**src/rtl/vgachargen_pkg.sv**
```systemverilog
// Shared map geometry, control codes and types for the character generator.
// Text-writer additions: FSM state encoding, console control codes, attribute layout.
package vgachargen_pkg;

    localparam int CH_MAP_ADDR_WIDTH  = 12;
    localparam int CH_MAP_DATA_WIDTH  = 8;
    localparam int COL_MAP_ADDR_WIDTH = 12;

    localparam logic [7:0] CHAR_BS = 8'h08;
    localparam logic [7:0] CHAR_LF = 8'h0A;
    localparam logic [7:0] CHAR_FF = 8'h0C;
    localparam logic [7:0] CHAR_CR = 8'h0D;

    typedef enum logic [2:0] {
        IDLE,
        PUT,
        SCROLL_RD,
        SCROLL_WAIT,
        SCROLL_WR,
        CLEAR_ROW,
        CLEAR_ALL
    } text_writer_state_e;

    typedef struct packed {
        logic [3:0] fg;
        logic [3:0] bg;
    } text_attr_t;

endpackage

```
**src/rtl/vga_text_writer_text_cursor.sv**
```systemverilog
// Cursor row/col plus a running linear cell address (row*COLS+col) kept without a multiplier.
// Commands take effect on the next clock edge; the row saturates on the last row (scroll is the caller's job).
module text_cursor #(
    parameter int COLS  = 80,
    parameter int ROWS  = 30,
    parameter int LIN_W = 12,
    parameter int COL_W = $clog2(COLS),
    parameter int ROW_W = $clog2(ROWS)
) (
    input  logic             clk_i,
    input  logic             arstn_i,
    input  logic             advance_i,
    input  logic             newline_i,
    input  logic             cr_i,
    input  logic             bs_i,
    input  logic             home_i,
    output logic [COL_W-1:0] col_o,
    output logic [ROW_W-1:0] row_o,
    output logic [LIN_W-1:0] lin_o,
    output logic             last_row_o,
    output logic             last_cell_o
);

    localparam logic [COL_W-1:0] COL_LAST     = COL_W'(COLS - 1);
    localparam logic [ROW_W-1:0] ROW_LAST     = ROW_W'(ROWS - 1);
    localparam logic [LIN_W-1:0] LIN_COLS     = LIN_W'(COLS);
    localparam logic [LIN_W-1:0] LIN_LAST_ROW = LIN_W'((ROWS - 1) * COLS);

    logic [COL_W-1:0] col_q, col_d;
    logic [ROW_W-1:0] row_q, row_d;
    logic [LIN_W-1:0] lin_q, lin_d;

    assign last_row_o  = (row_q == ROW_LAST);
    assign last_cell_o = last_row_o && (col_q == COL_LAST);

    always_comb begin
        col_d = col_q;
        row_d = row_q;
        lin_d = lin_q;
        if (home_i) begin
            col_d = '0;
            row_d = '0;
            lin_d = '0;
        end else if (advance_i) begin
            if (col_q == COL_LAST) begin
                col_d = '0;
                if (last_row_o) begin
                    lin_d = LIN_LAST_ROW;
                end else begin
                    row_d = row_q + 1'b1;
                    lin_d = lin_q + 1'b1;
                end
            end else begin
                col_d = col_q + 1'b1;
                lin_d = lin_q + 1'b1;
            end
        end else if (newline_i) begin
            col_d = '0;
            if (last_row_o) begin
                lin_d = LIN_LAST_ROW;
            end else begin
                row_d = row_q + 1'b1;
                lin_d = lin_q - LIN_W'(col_q) + LIN_COLS;
            end
        end else if (cr_i) begin
            col_d = '0;
            lin_d = lin_q - LIN_W'(col_q);
        end else if (bs_i && (col_q != '0)) begin
            col_d = col_q - 1'b1;
            lin_d = lin_q - 1'b1;
        end
    end

    always_ff @(posedge clk_i or negedge arstn_i) begin
        if (!arstn_i) begin
            col_q <= '0;
            row_q <= '0;
            lin_q <= '0;
        end else begin
            col_q <= col_d;
            row_q <= row_d;
            lin_q <= lin_d;
        end
    end

    assign col_o = col_q;
    assign row_o = row_q;
    assign lin_o = lin_q;

endmodule

```
**src/rtl/vga_text_writer.sv**
```systemverilog
// Console byte stream -> ch_map/col_map writer with cursor, CR/LF/BS/FF handling and row-copy scrolling.
// Printable byte: 2 cycles; scroll 3*COLS*(ROWS-1)+COLS cycles; ready drops whenever the FSM is not IDLE.
module vga_text_writer
    import vgachargen_pkg::*;
#(
    parameter int         COLS       = 80,
    parameter int         ROWS       = 30,
    parameter logic [7:0] BLANK_CHAR = 8'h20
) (
    input  logic                          sys_clk_i,
    input  logic                          sys_arstn_i,
    input  logic                          char_valid_i,
    input  logic [7:0]                    char_data_i,
    input  logic [7:0]                    char_attr_i,
    output logic                          char_ready_o,
    output logic [CH_MAP_ADDR_WIDTH-1:0]  ch_map_addr_o,
    output logic [CH_MAP_DATA_WIDTH-1:0]  ch_map_data_o,
    output logic                          ch_map_wen_o,
    input  logic [CH_MAP_DATA_WIDTH-1:0]  ch_map_rdata_i,
    output logic [COL_MAP_ADDR_WIDTH-1:0] col_map_addr_o,
    output logic [7:0]                    col_map_data_o,
    output logic                          col_map_wen_o,
    input  logic [7:0]                    col_map_rdata_i,
    output logic [$clog2(COLS)-1:0]       cursor_col_o,
    output logic [$clog2(ROWS)-1:0]       cursor_row_o,
    output logic                          busy_o
);

    localparam int COL_W = $clog2(COLS);
    localparam int ROW_W = $clog2(ROWS);
    localparam int LIN_W = CH_MAP_ADDR_WIDTH;

    localparam logic [LIN_W-1:0] LIN_COLS     = LIN_W'(COLS);
    localparam logic [LIN_W-1:0] LIN_LAST_ROW = LIN_W'((ROWS - 1) * COLS);
    localparam logic [LIN_W-1:0] LIN_END      = LIN_W'(COLS * ROWS - 1);

    text_writer_state_e               state_q, state_d;
    logic [7:0]                       byte_q, byte_d;
    text_attr_t                       attr_q, attr_d;
    logic [LIN_W-1:0]                 src_q, src_d;
    logic [CH_MAP_DATA_WIDTH-1:0]     cap_ch_q, cap_ch_d;
    logic [7:0]                       cap_col_q, cap_col_d;

    logic             cur_adv, cur_nl, cur_cr, cur_bs, cur_home;
    logic [LIN_W-1:0] cur_lin;
    logic             cur_last_row, cur_last_cell;

    logic [LIN_W-1:0]             map_addr;
    logic [CH_MAP_DATA_WIDTH-1:0] map_ch;
    logic [7:0]                   map_col;
    logic                         map_wen;

    text_cursor #(
        .COLS  (COLS),
        .ROWS  (ROWS),
        .LIN_W (LIN_W),
        .COL_W (COL_W),
        .ROW_W (ROW_W)
    ) u_cursor (
        .clk_i       (sys_clk_i),
        .arstn_i     (sys_arstn_i),
        .advance_i   (cur_adv),
        .newline_i   (cur_nl),
        .cr_i        (cur_cr),
        .bs_i        (cur_bs),
        .home_i      (cur_home),
        .col_o       (cursor_col_o),
        .row_o       (cursor_row_o),
        .lin_o       (cur_lin),
        .last_row_o  (cur_last_row),
        .last_cell_o (cur_last_cell)
    );

    always_comb begin
        state_d   = state_q;
        byte_d    = byte_q;
        attr_d    = attr_q;
        src_d     = src_q;
        cap_ch_d  = cap_ch_q;
        cap_col_d = cap_col_q;
        cur_adv   = 1'b0;
        cur_nl    = 1'b0;
        cur_cr    = 1'b0;
        cur_bs    = 1'b0;
        cur_home  = 1'b0;
        case (state_q)
            IDLE: begin
                if (char_valid_i) begin
                    attr_d = text_attr_t'(char_attr_i);
                    case (char_data_i)
                        CHAR_CR: cur_cr = 1'b1;
                        CHAR_BS: cur_bs = 1'b1;
                        CHAR_LF: begin
                            cur_nl = 1'b1;
                            if (cur_last_row) begin
                                state_d = SCROLL_RD;
                                src_d   = LIN_COLS;
                            end
                        end
                        CHAR_FF: begin
                            state_d = CLEAR_ALL;
                            src_d   = '0;
                        end
                        default: begin
                            byte_d  = char_data_i;
                            state_d = PUT;
                        end
                    endcase
                end
            end
            PUT: begin
                cur_adv = 1'b1;
                if (cur_last_cell) begin
                    state_d = SCROLL_RD;
                    src_d   = LIN_COLS;
                end else begin
                    state_d = IDLE;
                end
            end
            SCROLL_RD: state_d = SCROLL_WAIT;
            SCROLL_WAIT: begin
                cap_ch_d  = ch_map_rdata_i;
                cap_col_d = col_map_rdata_i;
                state_d   = SCROLL_WR;
            end
            SCROLL_WR: begin
                if (src_q == LIN_END) begin
                    src_d   = LIN_LAST_ROW;
                    state_d = CLEAR_ROW;
                end else begin
                    src_d   = src_q + 1'b1;
                    state_d = SCROLL_RD;
                end
            end
            // The cursor was already parked at (ROWS-1, 0) when the scroll started.
            CLEAR_ROW, CLEAR_ALL: begin
                if (src_q == LIN_END) begin
                    cur_home = (state_q == CLEAR_ALL);
                    state_d  = IDLE;
                end else begin
                    src_d = src_q + 1'b1;
                end
            end
            default: state_d = IDLE;
        endcase
    end

    always_comb begin
        map_addr = '0;
        map_ch   = '0;
        map_col  = '0;
        map_wen  = 1'b0;
        case (state_q)
            PUT: begin
                map_addr = cur_lin;
                map_ch   = CH_MAP_DATA_WIDTH'(byte_q);
                map_col  = attr_q;
                map_wen  = 1'b1;
            end
            SCROLL_RD, SCROLL_WAIT: map_addr = src_q;
            SCROLL_WR: begin
                map_addr = src_q - LIN_COLS;
                map_ch   = cap_ch_q;
                map_col  = cap_col_q;
                map_wen  = 1'b1;
            end
            CLEAR_ROW, CLEAR_ALL: begin
                map_addr = src_q;
                map_ch   = CH_MAP_DATA_WIDTH'(BLANK_CHAR);
                map_col  = attr_q;
                map_wen  = 1'b1;
            end
            default: ;
        endcase
    end

    always_ff @(posedge sys_clk_i or negedge sys_arstn_i) begin
        if (!sys_arstn_i) begin
            state_q   <= IDLE;
            byte_q    <= '0;
            attr_q    <= '0;
            src_q     <= '0;
            cap_ch_q  <= '0;
            cap_col_q <= '0;
        end else begin
            state_q   <= state_d;
            byte_q    <= byte_d;
            attr_q    <= attr_d;
            src_q     <= src_d;
            cap_ch_q  <= cap_ch_d;
            cap_col_q <= cap_col_d;
        end
    end

    assign char_ready_o   = (state_q == IDLE);
    assign busy_o         = (state_q != IDLE);
    assign ch_map_addr_o  = map_addr;
    assign ch_map_data_o  = map_ch;
    assign ch_map_wen_o   = map_wen;
    assign col_map_addr_o = COL_MAP_ADDR_WIDTH'(map_addr);
    assign col_map_data_o = map_col;
    assign col_map_wen_o  = map_wen;

endmodule

```
**config.mk**
```make
export PLATFORM = sky130hd
export DESIGN_NAME = vga_text_writer
export DESIGN_NICKNAME = d
export VERILOG_FILES = /design/src/rtl/vgachargen_pkg.sv /design/src/rtl/vga_text_writer_text_cursor.sv /design/src/rtl/vga_text_writer.sv
export SDC_FILE = /design/constraint.sdc
export NUM_CORES = 1
export LEC_CHECK = 0
export BUFFER_PORTS_ARGS = -buffer_cell sky130_fd_sc_hd__buf_2
export CAP_MARGIN = 30
export CORE_UTILIZATION = 38
export CTS_CLUSTER_DIAMETER = 30
export DETAILED_ROUTE_END_ITERATION = 10
export GPL_TIMING_DRIVEN = 1
export SLEW_MARGIN = 20
export SYNTH_ARGS = -nofsm -noshare
export SYNTH_HDL_FRONTEND = slang
export SYNTH_SLANG_ARGS = --single-unit
```
**constraint.sdc**
```tcl
create_clock -name sys_clk_i -period 2.8 [get_ports sys_clk_i]
set_input_delay 0.56 -clock sys_clk_i [delete_from_list [all_inputs] [get_ports sys_clk_i]]
set_output_delay 0.56 -clock sys_clk_i [all_outputs]
set_load 0.01 [all_outputs]
```
==> results of run 1 <==
-- power breakdown --
group	leakage [nW]	total, mW	internal (mW)	switching, mW
combinational	1.98	3.77	1.76	2.01
clock	0.132	1.07	0.599	0.468
sequential	0.874	1.40	1.22	0.178
-- cell usage after synthesis (all sizes together) (3+ instances only) --
library cell  number
a211oi             4
a21o               4
a21oi             42
a221oi             4
a22oi             22
a31oi              5
and2               9
and3              14
buf               25
clkbuf            35
dfrtp             71
ha                19
inv               19
mux2              34
mux2i              3
nand2             70
nand2b             7
nand3             17
nand4              6
nor2              82
nor2b              3
nor3              17
nor4               6
nor4b              3
o211ai             4
o21ai             77
o221ai             4
o22a               5
o22ai              9
o31ai              3
or2                4
or3                3
xnor2             13
xor2               9
-- area by class of cell --
type | count | area share (%)
multi-input cells | 529 | 51.5
flip-flops and latches | 71 | 26.3
repair buffers | 151 | 13.7
clock buffers | 9 | 3.33
well taps | 180 | 3.33
inverters | 19 | 1.06
clock inverters | 7 | 0.704
-- registers in the layout, summed over array words and instances (netlist names) --
name and cells:
u_cursor.col_o 7, state_q 3, u_cursor.row_o 5, u_cursor.lin_o 12, attr_q 8, cap_col_q 8
src_q 12, byte_q 8, cap_ch_q 8
-- worst max-delay path, stage by stage (launching register included) --
cell and delay (ns):
dfrtp_1 0.35, inv_1 0.09, ha_1 0.38, a21o_1 0.22, or3_1 0.31, o22a_1 0.25, buf_4 0.18, mux2i_4 0.18
and2_1 0.18, o22ai_1 0.08, a21oi_1 0.16, a21oi_1 0.05, or3_1 0.33
-- per-stage QoR --
| step | setup WS [ns] | area [sq um] | setup TNS (ns) | util [%] |
|---|---|---|---|---|
| floorplan | -0.00814 | 5500 | -0.00814 | - |
| global placement | -0.00594 | 6320 | -0.00594 | 45.2 |
| detailed placement | -0.0806 | 6320 | -0.127 | 45.2 |
| CTS | 0.0134 | 6620 | 0 | 47.3 |
| global route | -0.168 | 6760 | -0.466 | 48.3 |
| finish | -0.0745 | 6760 | -0.116 | 48.3 |
-- cells by family (layout without fill, tap and decap cells) --
family	count (synthesis)	after routing	share of synthesized area (%)
xor gates and xnor gates	22	22	3.52
adders and majority gates	21	21	4.89
DFF	71	71	32.4
muxes	37	37	7.76
buffers and inverters	79	186	6.76
AOI/OAI and AO/OA	201	201	22.8
and+or+nand+nor	248	248	21.8
-- what timing repair did --
action,4_1_cts,5_1_grt
hold buffers,0,0
gates resized for setup,4,30
buffers inserted,1,2
setup endpoints to repair,3,22
pin swaps,2,16
-- routing by layer --
metal  wire, um  part of all wire [%]
met3       1080                   6.5
met4        308                   1.8
met1       7630                    46
met2       7740                    46
met5          0                     0
-- worst max-delay path by stage --
stage                                endpoint  slack, ns  cells after the start                     startpoint
2_1_floorplan   u_cursor.lin_o[9]$_DFFE_PN0P_     -0.008                     11  u_cursor.col_o[3]$_DFFE_PN0P_
3_3_place_gp   u_cursor.lin_o[11]$_DFFE_PN0P_     -0.006                     12  u_cursor.lin_o[0]$_DFFE_PN0P_
6_report        u_cursor.lin_o[9]$_DFFE_PN0P_      -0.07                     12  u_cursor.col_o[4]$_DFFE_PN0P_
4_1_cts                     col_map_data_o[3]       0.01                      7         state_q[2]$_DFFE_PN0P_
5_1_grt         u_cursor.lin_o[9]$_DFFE_PN0P_      -0.17                     13  u_cursor.lin_o[0]$_DFFE_PN0P_
3_5_place_dp   u_cursor.lin_o[11]$_DFFE_PN0P_      -0.08                     12  u_cursor.lin_o[0]$_DFFE_PN0P_
==> flow_metrics.env, run 1 <==
export IMPL_gr_usage_met2_pct=36.9
export IMPL_async_flop_share_pct=100
export IMPL_cts_tree="yes"
export IMPL_violations="negative setup slack"
export IMPL_synthCells=679
export IMPL_grt_overflow=0
export IMPL_rsz0062_at_grt="true"
export IMPL_cts_buffers=9
export IMPL_path_class="flop to flop"
export IMPL_cp_arrival_ns=3.10
export IMPL_p_total_mw=6.23
export IMPL_routed_via_density=5.71
export IMPL_powerDensity_nw_per_um2=922
export IMPL_synth_top_area_share_pct=32.4
export IMPL_synth_net_count=734
export IMPL_whs_ns=0.245
export IMPL_crit_fanout=4
export IMPL_critPathCaptureType="flop"
export IMPL_yosysUniqueCellTypes=67
export IMPL_drtIter0Drc=301
export IMPL_finalHoldViolCount=0
export IMPL_r2r_slack_ns=-0.07
export IMPL_multi_input_area_sq_um=3480
export IMPL_maxSlewHeadroom_pct=40.2
export IMPL_num_vias=5519
export IMPL_grt_util_all_layers_pct=23.6
export IMPL_rr_worst_depth=12
export IMPL_grt_antenna_before_repair=0
export IMPL_finalSetupViolations=2
export IMPL_synth_top_area_cell="dfrtp_1"
export IMPL_grt_busiest_layer="met2"
export IMPL_place_inst=947
export IMPL_cts_buffer_depth=2
export IMPL_ys_warn_count=0
export IMPL_die_w_um=122
export IMPL_layout_cells_non_filler=966
export IMPL_synth_area_sq_um=5480
export IMPL_wl_per_cell_um=17.3
export IMPL_nFillCells=1401
export IMPL_seqCellArea_sq_um=1780
export IMPL_setup_ws_ns=-0.0745
export IMPL_critPathRequiredTime_ns=3.02
export IMPL_die_area_sq_um=14900
export IMPL_min_period_ns=2.87
export IMPL_final_layout_size_suffix_gt1_share_pct=31.6
export IMPL_clock_fmax_ghz=0.348
export IMPL_clockRootBuffer="clkbuf_16"
export IMPL_reg2reg_to="u_cursor.lin_o[9]$_DFFE_PN0P_"
export IMPL_timing_rr_start="u_cursor.col_o[4]$_DFFE_PN0P_"
export IMPL_io_buffers=90
export IMPL_post_route_period_util_pct=103
export IMPL_htree_levels=3
export IMPL_cts_clk_slew_worst_paths_ns=0.06
export IMPL_synth_main_ff_cell="dfrtp_1"
export IMPL_clkLatencyLatePin_ns=0.34
export IMPL_grt_max_degree=48
export IMPL_yosys_top_cells_area="dfrtp_1 32%, o21ai_0 7.0%, mux2_2 7.0%"
export IMPL_fp_row_count=43
export IMPL_drc_errors=0
export IMPL_layout_nets=836
export IMPL_core_area_sq_um=14000
export IMPL_drt_antenna_violating_nets=0
export IMPL_start_util_pct=39.2
export IMPL_cap_violations=0
export IMPL_area_growth_pct=23.3
export IMPL_cp_start_kind="flop"
export IMPL_synth_seq_cells=71
export IMPL_grt_util_met3_pct=4.78
export IMPL_final_max_slew_viol_count=0
export IMPL_synth_avg_cell_area_sq_um=8.07
export IMPL_cts_sinks=71
export IMPL_power_static_leakage_nw=2.99
export IMPL_ioPinCount=91
export IMPL_first_pass_iters=6
export IMPL_seq_area_frac_synth_pct=32.4
export IMPL_hold_class="input port to asynchronous set/reset pin"
export IMPL_tightest_slew_ns=0.894
export IMPL_finalClockSkew_ns=0.00608
export IMPL_grt_pass1_wl_um=27200
export IMPL_final_cell_mix="90 x buf_2, 77 x nor2_1, 72 x o21ai_0"
export IMPL_die_height_um=122
export IMPL_status="finished with violations"
export IMPL_grt_pass1_vias=5199
export IMPL_grtUsageMet1_pct=33.0
export IMPL_drt_wl_total_um=16800
export IMPL_ir_worst_vdd_mv=0.443
export IMPL_dp_hpwl_um=12600
export IMPL_synth_edf_count=0
export IMPL_gp_congestion=0.906
export IMPL_mostFrequentLayoutCell="buf_2"
export IMPL_diodes=0
Power figures use the tool's default switching activity.
==> inputs of run 2 (changes only) <==
--- a/config.mk
+++ b/config.mk
@@ -11,6 +11,7 @@
 export CTS_CLUSTER_DIAMETER = 30
 export DETAILED_ROUTE_END_ITERATION = 10
 export GPL_TIMING_DRIVEN = 1
+export PLACE_DENSITY = 0.63
 export SLEW_MARGIN = 20
 export SYNTH_ARGS = -nofsm -noshare
 export SYNTH_HDL_FRONTEND = slang
==> flow_metrics.env, run 2 (same netlist as run 1, synthesis figures left out) <==
export IMPL_final_max_slew_viol_count=0
export IMPL_die_height_um=122
export IMPL_dp_hpwl_um=12900
export IMPL_grt_pass1_vias=5356
export IMPL_drt_wl_total_um=17000
export IMPL_cp_arrival_ns=3.06
export IMPL_finalClockSkew_ns=0.00603
export IMPL_wl_per_cell_um=17.6
export IMPL_cts_sinks=71
export IMPL_status="finished with violations"
export IMPL_ioPinCount=91
export IMPL_drc_errors=0
export IMPL_first_pass_iters=5
export IMPL_post_route_period_util_pct=101
export IMPL_tightest_slew_ns=0.946
export IMPL_rsz0062_at_grt="true"
export IMPL_grt_util_all_layers_pct=24.0
export IMPL_finalHoldViolCount=0
export IMPL_layout_nets=834
export IMPL_mostFrequentLayoutCell="buf_2"
export IMPL_final_cell_mix="90 x buf_2, 78 x nor2_1, 70 x o21ai_0, 70 x dfrtp_1, 67 x nand2_1"
export IMPL_htree_levels=3
export IMPL_dp_slack_ns=-0.0530
export IMPL_grt_overflow=0
export IMPL_cap_violations=0
export IMPL_core_area_sq_um=14000
export IMPL_die_area_sq_um=14900
export IMPL_cts_buffers=9
export IMPL_clock_fmax_ghz=0.352
export IMPL_io_buffers=90
export IMPL_num_vias=5535
export IMPL_final_core_util_pct=48.0
export IMPL_powerDensity_nw_per_um2=918
export IMPL_fp_row_count=43
export IMPL_place_inst=943
export IMPL_grt_antenna_before_repair=0
export IMPL_ir_worst_vdd_mv=0.528
export IMPL_hold_class="input port to asynchronous set/reset pin"
export IMPL_final_layout_size_suffix_gt1_share_pct=30.4
export IMPL_whs_ns=0.242
export IMPL_p_total_mw=6.16
export IMPL_critPathRequiredTime_ns=3.02
export IMPL_power_static_leakage_nw=2.98
export IMPL_start_util_pct=39.2
export IMPL_area_growth_pct=22.5
export IMPL_crit_fanout=4
export IMPL_ctsHoldBuffers=0
export IMPL_cts_buffer_depth=2
export IMPL_clkLatencyLatePin_ns=0.34
export IMPL_maxSlewHeadroom_pct=36.7
export IMPL_clockRootBuffer="clkbuf_16"
export IMPL_drtIter0Drc=353
export IMPL_violations="negative setup slack"
export IMPL_routed_via_density=5.74
export IMPL_drt_antenna_violating_nets=0
export IMPL_diodes=0
export IMPL_finalSetupViolations=4
export IMPL_cp_start_kind="flop"
export IMPL_cts_tree="yes"
export IMPL_grt_max_degree=43
export IMPL_die_w_um=122
export IMPL_gp_congestion=0.899
export IMPL_critPathCaptureType="flop"
export IMPL_layout_cells_non_filler=964
export IMPL_setup_ws_ns=-0.0410
export IMPL_min_period_ns=2.84
export IMPL_grt_pass1_wl_um=27600
export IMPL_nFillCells=1346
export IMPL_cts_clk_slew_worst_paths_ns=0.06
export IMPL_path_class="flop to flop"
[run 2: final timing paths]
path	from	to	slack, ns	depth (start not counted)
max in group asynchronous	sys_arstn_i	src_q[5]$_DFFE_PN0P_	1.73	2
min in group sys_clk_i	col_map_rdata_i[6]	cap_col_q[6]$_DFFE_PN0N_	0.45	2
hold / removal	sys_arstn_i	u_cursor.row_o[1]$_DFFE_PN0P_	0.24	1
setup / recovery	u_cursor.col_o[4]$_DFFE_PN0P_	u_cursor.lin_o[9]$_DFFE_PN0P_	-0.04	12
setup reg to reg	u_cursor.col_o[4]$_DFFE_PN0P_	u_cursor.lin_o[9]$_DFFE_PN0P_	-0.04	12
hold reg to reg	cap_ch_q[5]$_DFFE_PN0N_	cap_ch_q[5]$_DFFE_PN0N_	0.50	1
[run 2: critical path, stage by stage, from the launching register on]
cell,delay [ns]
dfrtp_1,0.38
inv_2,0.09
ha_2,0.31
a21o_1,0.20
or3_1,0.30
o22a_1,0.23
buf_4,0.16
mux2i_4,0.20
and2_4,0.18
o22ai_1,0.07
a21oi_1,0.17
a21oi_1,0.06
or3_1,0.36
[run 2: layout make-up]
| type | instances | area, sq um | area share [%] |
|---|---|---|---|
| multi-input combinational | 529 | 3430 | 51.2 |
| sequential | 71 | 1780 | 26.5 |
| timing repair buffer | 149 | 905 | 13.5 |
| clock buffer | 10 | 229 | 3.41 |
| tap | 180 | 225 | 3.36 |
| inverter | 19 | 71.3 | 1.06 |
| clock inverter | 6 | 68.8 | 1.03 |
[run 2: metrics by stage]
| stage | cell area, sq um | setup TNS (ns) |
|---|---|---|
| final | 6710 | -0.0816 |
| after detailed placement | 6280 | -0.105 |
| after global routing | 6710 | -0.936 |
| after CTS | 6600 | 0 |
| after global placement | 6280 | -0.0142 |
| after floorplan | 5500 | -0.00814 |
[run 2: report_power, final]
part	internal (mW)	total, mW	switching, mW
combinational	1.72	3.59	1.88
clock	0.694	1.15	0.459
sequential	1.22	1.41	0.193
[run 2: what timing repair did]
| item | 4_1_cts | 5_1_grt |
|---|---|---|
| resized for setup | 6 | 22 |
| gates cloned | 0 | 0 |
| pin swaps | 3 | 11 |
| hold endpoints to repair | 0 | 0 |
| endpoints found under the setup margin | 10 | 40 |
| buffers inserted | 2 | 3 |
[run 2: metal layers]
metal	wire length, um	track usage [%]	vias to the layer above
met5	0	0	-
met4	498	9.60	0
met3	1150	4.07	36
met2	7730	37.6	231
met1	7640	32.6	2635
li1	-	-	2633
